## src/rtl/dem_switch_tree.sv

```systemverilog
// Tree-structured DEM encoder: splits a quantizer code across 2^LEVELS unit elements,
// one pipeline stage per tree level, with random or first-order-shaped node switching.
module dem_switch_tree #(
  parameter int          LEVELS = 3,
  parameter logic [15:0] SEED   = 16'hACE1
) (
  input  logic                     clk_i,
  input  logic                     reset_i,
  input  logic                     valid_i,
  input  logic [LEVELS:0]          x_i,
  input  logic                     mode_i,
  output logic                     valid_o,
  output logic [(1<<LEVELS)-1:0]   ue_o,
  output logic                     sat_o
);

  localparam int          N        = 1 << LEVELS;
  localparam int          W        = LEVELS + 1;
  localparam int          NODES    = N - 1;
  localparam logic [15:0] SEED_EFF = (SEED == 16'h0000) ? 16'h0001 : SEED;
  localparam logic [W-1:0] FULL    = W'(N);

  logic [15:0]         lfsr_q, lfsr_d;
  logic [W-1:0]        val_q [LEVELS+1][N];
  logic [W-1:0]        val_d [LEVELS+1][N];
  logic [LEVELS:0]     vld_q, sat_q;
  logic [LEVELS-1:0]   mode_q;
  logic [15:0]         pn_q  [LEVELS];
  logic signed [1:0]   acc_q [NODES];
  logic signed [1:0]   acc_d [NODES];

  logic [W-1:0]        nx;
  logic signed [W:0]   ns, sa, sb;
  logic                np;
  int                  nj;

  assign lfsr_d = {lfsr_q[0] ^ lfsr_q[2] ^ lfsr_q[3] ^ lfsr_q[5], lfsr_q[15:1]};

  // Stage k evaluates the 2^(k-1) nodes of its level; node j's children land at 2i / 2i+1.
  always_comb begin
    val_d = val_q;
    acc_d = acc_q;
    nx    = '0;
    ns    = '0;
    sa    = '0;
    sb    = '0;
    np    = 1'b0;
    nj    = 0;
    val_d[0][0] = (x_i > FULL) ? FULL : x_i;
    for (int k = 1; k <= LEVELS; k++) begin
      for (int i = 0; i < (1 << (k - 1)); i++) begin
        nj = (1 << (k - 1)) - 1 + i;
        nx = val_q[k-1][i];
        np = pn_q[k-1][nj[3:0]];
        ns = '0;
        if (nx[0]) begin
          if (!mode_q[k-1] || acc_q[nj] == 2'sd0) begin
            ns = np ? (W+1)'(1) : '1;
          end else begin
            ns = acc_q[nj][1] ? (W+1)'(1) : '1;
          end
          if (vld_q[k-1]) begin
            acc_d[nj] = (mode_q[k-1] && acc_q[nj] == 2'sd0) ? ns[1:0] : 2'sd0;
          end
        end
        sa = $signed({1'b0, nx}) + ns;
        sb = $signed({1'b0, nx}) - ns;
        val_d[k][2*i]   = sa[W:1];
        val_d[k][2*i+1] = sb[W:1];
      end
    end
  end

  always_ff @(posedge clk_i) begin
    if (reset_i) begin
      lfsr_q <= SEED_EFF;
      vld_q  <= '0;
      sat_q  <= '0;
      mode_q <= '0;
      for (int k = 0; k <= LEVELS; k++) begin
        for (int i = 0; i < N; i++) begin
          val_q[k][i] <= '0;
        end
      end
      for (int k = 0; k < LEVELS; k++) begin
        pn_q[k] <= '0;
      end
      for (int j = 0; j < NODES; j++) begin
        acc_q[j] <= 2'sd0;
      end
    end else begin
      vld_q <= {vld_q[LEVELS-1:0], valid_i};
      if (valid_i) begin
        lfsr_q      <= lfsr_d;
        val_q[0][0] <= val_d[0][0];
        sat_q[0]    <= (x_i > FULL);
        pn_q[0]     <= lfsr_q;
        mode_q[0]   <= mode_i;
      end
      // Stages hold when empty so ue_o keeps its last pattern through bubbles.
      for (int k = 1; k <= LEVELS; k++) begin
        if (vld_q[k-1]) begin
          for (int i = 0; i < N; i++) begin
            val_q[k][i] <= val_d[k][i];
          end
          sat_q[k] <= sat_q[k-1];
        end
      end
      for (int k = 1; k < LEVELS; k++) begin
        if (vld_q[k-1]) begin
          pn_q[k]   <= pn_q[k-1];
          mode_q[k] <= mode_q[k-1];
        end
      end
      acc_q <= acc_d;
    end
  end

  assign valid_o = vld_q[LEVELS];
  assign sat_o   = sat_q[LEVELS];

  always_comb begin
    ue_o = '0;
    for (int i = 0; i < N; i++) begin
      ue_o[i] = val_q[LEVELS][i][0];
    end
  end

endmodule
```

## config.mk

```make
export PLATFORM = sky130hd
export DESIGN_NAME = dem_switch_tree
export DESIGN_NICKNAME = d
export VERILOG_FILES = /design/src/rtl/dem_switch_tree.sv
export SDC_FILE = /design/constraint.sdc
export NUM_CORES = 1
export LEC_CHECK = 0
export ABC_AREA = 1
export CAP_MARGIN = 5
export CORE_UTILIZATION = 65
export CTS_BUF_LIST = sky130_fd_sc_hd__clkbuf_8
export DETAILED_ROUTE_END_ITERATION = 8
export PLACE_DENSITY_LB_ADDON = 0.05
export SLEW_MARGIN = 25
export SYNTH_ARGS = -nofsm -noshare
export SYNTH_HDL_FRONTEND = slang
export SYNTH_SLANG_ARGS = --single-unit
```

## constraint.sdc

```tcl
create_clock -name clk_i -period 5.05 [get_ports clk_i]
set_clock_uncertainty 0.05 [all_clocks]
set_input_delay 1.01 -clock clk_i [delete_from_list [all_inputs] [get_ports clk_i]]
set_output_delay 1.01 -clock clk_i [all_outputs]
set_load 0.005 [all_outputs]
```

# [Word level (Yosys, flattened, before mapping)]
# Memories as Yosys holds them, arrays and structs flattened.
# Index checks and enable logic that the tools add are counted.
[op_classes] add_sub_neg=14 order_cmp=1 muxes=50 bitwise_logic=6 reduce_logical=31
[op_table] operator="16-bit 2-to-1 mux" n=3
[op_table] operator="2-bit 2-to-1 mux" n=23
[op_table] operator="3-bit 2-to-1 mux" n=8
[op_table] operator="4-bit 2-to-1 mux" n=5
[op_table] operator="2-bit zero test" n=7
[op_table] operator="2-bit AND reduction" n=7
[op_table] operator="1-bit 2-to-1 mux" n=11
[op_table] operator="2-bit adder" n=4
[op_table] operator="2-bit subtractor" n=4
[op_table] operator="1-bit logical AND" n=7
[op_table] operator="1-bit logical OR" n=7
[op_table] operator="3-bit adder" n=2
[op_table] operator="3-bit subtractor" n=2
[op_table] operator="4-bit adder" n=1
[op_table] operator="4-bit > comparator (second input constant)" n=1
[op_table] operator="4-bit subtractor" n=1
[op_table] operator="1-bit zero test" n=3
[op_table] operator="1-bit bitwise OR" n=3
[op_table] operator="1-bit bitwise XOR" n=3
[totals] register_bits=67 ram_bits=48 in_bits=8 out_inout_bits=10 word_cells=134 mem_count=1
[mem_list] memory="pn_q" words=3 width=16 read_ports=3 rd_ports_with_merged_regs=0 write_ports=3 line="28" rtl="logic [15:0] pn_q [LEVELS];"

# [Logic depth before layout (Yosys ltp)]
[depth] word_depth=5 depth_mapped=11 depth_no_buf=11

# [Worst setup path before layout]
# OpenSTA, ideal clock, no wires.
[synth_path] kind="input -> register" from="input port valid_i" to="memory pn_q[0][2] (data pin)" setup_ns=0.251 arrival_ns=1.778 required_ns=4.749 path_slack_ns=2.971 cell_stages=6 n_path_buf=2 cell_sequence="buf_2 inv_1 nor2_1 nor3_4 buf_6 nor2_1"
[synth_rtl] item="start: declaration" line="9" rtl="input logic valid_i,"
[synth_rtl] item="end: declaration" line="28"

==> impl_table.tex <==
\begin{tabular}{lr}
\hline
Metric & Value \\
\hline
\multicolumn{2}{l}{\textbf{Setup path}} \\
Worst Path Max Fanout & 26 \\
Reg-to-Reg End & val\_q[92]\$\_SDFFE\_PP0P\_ \\
Reg2reg path depth & 8 \\
Crit. End Element & register \\
Setup CP Type & in2reg \\
Data arrival time at the worst-slack endpoint & 3260 ps \\
Worst EP required & 5090 ps \\
Launching element type of the critical path & input pin \\
Reg-to-reg startpoint & val\_q[124]\$\_SDFFE\_PP0P\_ \\
R2R Setup Slk & 3100 ps \\
\multicolumn{2}{l}{\textbf{Timing}} \\
Final max-slew violation count & 0 \\
Final setup violation count & 0 \\
RSZ-0062 raised after global routing & false \\
Hold slack & 414 ps \\
Fin. Hold Viols & 0 \\
Minimum clock period after layout & 3220 ps \\
Setup tns final & 0 ps \\
Final worst path period share & 63.8\% \\
Highest clock frequency the design can meet & 310 MHz \\
Slew margin rel. & 52.4\% \\
Transition at the pin with the smallest max-transition slack & 712 ps \\
\multicolumn{2}{l}{\textbf{Power}} \\
Overall power of the completed layout & 0.00130 W \\
Share of total power in combinational logic & 8.3\% \\
Sequential Power Share & 57.0\% \\
Leak & 1.61 nW \\
Cell Int Power & 0.000951 W \\
Power per standard cell area & 328 mW/mm2 \\
Sw Pwr & 0.000353 W \\
Clock power frac & 34.7\% \\
Worst IR Drop VDD & 0.262 mV \\
Switching part of the total power & 27.1\% \\
\multicolumn{2}{l}{\textbf{Clocking}} \\
H-tree Lvls & 3 \\
Post-CTS Repair Setup Buffers & 0 \\
Clock slew at reported path FFs & 90 ps \\
Number of clock sinks & 84 \\
CTS tree & built \\
Latest clock arrival within the worst-skew pair & 360 ps \\
CTS Buf Count & 9 \\
Root buffer selected by CTS & sky130\_fd\_sc\_hd\_\_clkbuf\_8 \\
Cts-stage hold buffer count & 0 \\
Number of gates resized after cts & 0 \\
Maximum clock insertion buffer count & 2 \\
\multicolumn{2}{l}{\textbf{Placement}} \\
Number of placed instances, taps included & 517 \\
Gp weighted congestion & 0.866 \\
Sum of net half-perimeters after detailed placement & 4840 um \\
Count of input and output buffers & 17 \\
\multicolumn{2}{l}{\textbf{Floorplan}} \\
Starting Density & 69.4\% \\
Horizontal die dimension & 77.0 um \\
Overall die area & 0.00593 mm2 \\
Area inside the core boundary & 0.00527 mm2 \\
Top-Level Pins & 18 \\
Die H & 77.0 um \\
Standard-cell row count & 26 \\
\multicolumn{2}{l}{\textbf{Synth}} \\
Synthesized flop and latch total & 84 \\
Net count of the mapped netlist & 469 \\
Netlist area before placement & 0.00366 mm2 \\
Cell count after synthesis & 453 \\
Netlist cell types & 28 \\
Proportion of register bits with asynchronous set or reset after synthesis & 0\% \\
Primary FF master, synth & sky130\_fd\_sc\_hd\_\_dfxtp\_1 \\
Fraction of the yosys area taken by sequential cells & 50.6\% \\
Synth Area per Inst & 8.07 um2 \\
Post-synth EDFFs & 17 \\
Count of synthesis-stage warnings from yosys & 0 \\
\multicolumn{2}{l}{\textbf{Run}} \\
Max-capacitance violation count & 0 \\
\multicolumn{2}{l}{\textbf{Cells and area}} \\
Fraction of layout cells with a size suffix above 1 & 5.40\% \\
Sequential cell area & 0.00185 mm2 \\
Final nets & 474 \\
Post-synthesis to final-layout area growth & 8.69\% \\
Non-Filler Instances & 533 \\
Multi-input logic area & 0.00142 mm2 \\
Final antenna diode count & 0 \\
Final-layout fill cell count & 396 \\
\multicolumn{2}{l}{\textbf{Route}} \\
Vias per Instance & 5.48 \\
Final routed wirelength across all metal layers & 6950 um \\
Pre-antenna DRT Iters & 4 \\
Final routed wire length divided by cell count & 13.0 um \\
Number of design rule violations left after detail routing & 0 \\
DRT antenna net count & 0 \\
Via count & 2920 \\
Number of DRC markers after the initial detailed-route iteration & 174 \\
\multicolumn{2}{l}{\textbf{GRT}} \\
Antenna violations before repair & 0 \\
Global-route congestion overflow total & 0 \\
GRT Util Overall & 25.4\% \\
Maximum number of pins on one net before global-route repair & 33 \\
Vias in the first global route & 2703 \\
First-pass GRT wire length & 11700 um \\
\multicolumn{2}{l}{\textbf{Hold path}} \\
Number of stages on the worst hold path & 2 \\
Worst min-delay path class & reg2reg \\
Launch instance of the worst min-delay path & lfsr\_q[13]\$\_SDFFE\_PP1P\_ \\
Worst Hold Endpoint & lfsr\_q[13]\$\_SDFFE\_PP1P\_ \\
\multicolumn{2}{l}{\textbf{Status}} \\
Status & finished, final reports clean \\
\hline
\end{tabular}
cell usage in the layout (no fill, tap or decap), drive strengths merged, types with 2 or more instances in the layout:
| cell type | instances |
|---|---|
| nand3 | 39 |
| fa | 2 |
| o21ai | 31 |
| nand3b | 5 |
| nand4 | 5 |
| a21oi | 42 |
| nand2 | 78 |
| o22ai | 5 |
| clkdlybuf4s50 | 17 |
| nor2 | 44 |
| edfxtp | 17 |
| nor4 | 8 |
| inv | 71 |
| ha | 6 |
| a22oi | 4 |
| dfxtp | 67 |
| o211ai | 4 |
| clkbuf | 9 |
| xor2 | 3 |
power groups by stage:
| stage | Sequential [W] | Clock, W | Combinational [W] |
|---|---|---|---|
| 2_1_floorplan | 0.000748 | 0 | 0.0000859 |
| 3_3_place_gp | 0.000756 | 0 | 0.000103 |
| 3_5_place_dp | 0.000757 | 0 | 0.000108 |
| 4_1_cts | 0.000742 | 0.000459 | 0.000109 |
| 5_1_grt | 0.000746 | 0.000488 | 0.000123 |
| 6_report | 0.000742 | 0.000453 | 0.000108 |
cells by family (layout without fill, tap and decap cells):
group	count (synthesis)	in the layout	share of synthesized area (%)
and+or+nand+nor	180	180	21.8
buffers and inverters	90	100	10.5
AOI/OAI and AO/OA	87	87	13.0
DFF	84	84	50.6
adders and majority gates	8	8	3.15
xor gates and xnor gates	4	4	0.958
flip-flops by register name, summed over array words and instances, names as in the netlist:
name    count
pn_q       17
lfsr_q     16
val_q      16
acc_q      14
ue_o        8
sat_q       4
vld_q       4
mode_q      3
nx          2
layer usage:
| layer | global-route usage, % | share of wire (%) | vias up |
|---|---|---|---|
| li1 | - | - | 1491 |
| met1 | 28.2 | 44 | 1350 |
| met2 | 46.2 | 50 | 68 |
| met3 | 7.14 | 3.9 | 11 |
| met4 | 9.25 | 1.6 | 0 |
| met5 | 0 | 0 | - |
synth_stat cells (all sizes together), types with 4 or more instances:
library cell	count	area, um2
a21oi	42	221
a22oi	4	30.0
buf	14	98.8
clkbuf	10	37.5
dfxtp	67	1340
edfxtp	17	510
ha	6	75.1
inv	66	248
nand2	78	298
nand3	39	195
nand3b	5	37.5
nand4	5	31.3
nor2	44	168
nor4	8	50.1
o211ai	4	30.0
o21ai	31	155
o22ai	5	31.3
stage by stage:
| stage | setup WS (ps) | instance area (um2) | utilization, % |
|---|---|---|---|
| 5_1_grt | 1610 | 3980 | 75.4 |
| 6_report | 1830 | 3980 | 75.4 |
| 4_1_cts | 1820 | 3980 | 75.4 |
| 2_1_floorplan | 2970 | 3660 | - |
| 3_3_place_gp | 1570 | 3790 | 71.8 |
| 3_5_place_dp | 1440 | 3790 | 71.8 |
worst max path at each step:
stage	startpoint	endpoint	slack [ps]	cells past startpoint
final	valid_i	pn_q[0][36]$_SDFFCE_PP0P_	1830	5
after CTS	valid_i	pn_q[0][36]$_SDFFCE_PP0P_	1820	5
after floorplan	valid_i	pn_q[0][2]$_SDFFCE_PP0P_	2970	6
after global routing	valid_i	pn_q[0][22]$_SDFFCE_PP0P_	1610	5
after detailed placement	valid_i	pn_q[0][36]$_SDFFCE_PP0P_	1440	5
after global placement	valid_i	pn_q[0][19]$_SDFFCE_PP0P_	1570	5
area by class of cell:
| type | instances | share of cell area (%) |
|---|---|---|
| clock buffers | 9 | 3.12 |
| clock inverters | 7 | 1.64 |
| inverters | 66 | 6.23 |
| multi-input cells | 279 | 35.8 |
| flip-flops and latches | 84 | 46.6 |
| well taps | 70 | 2.20 |
| repair buffers | 18 | 4.47 |
critical path, cell delays in order:
cell	delay, ps
sky130_fd_sc_hd__clkdlybuf4s50_1	780
sky130_fd_sc_hd__inv_1	600
sky130_fd_sc_hd__nor2_1	180
sky130_fd_sc_hd__nor3_4	580
sky130_fd_sc_hd__nor2_1	100
(Power assumes the default switching activity.)
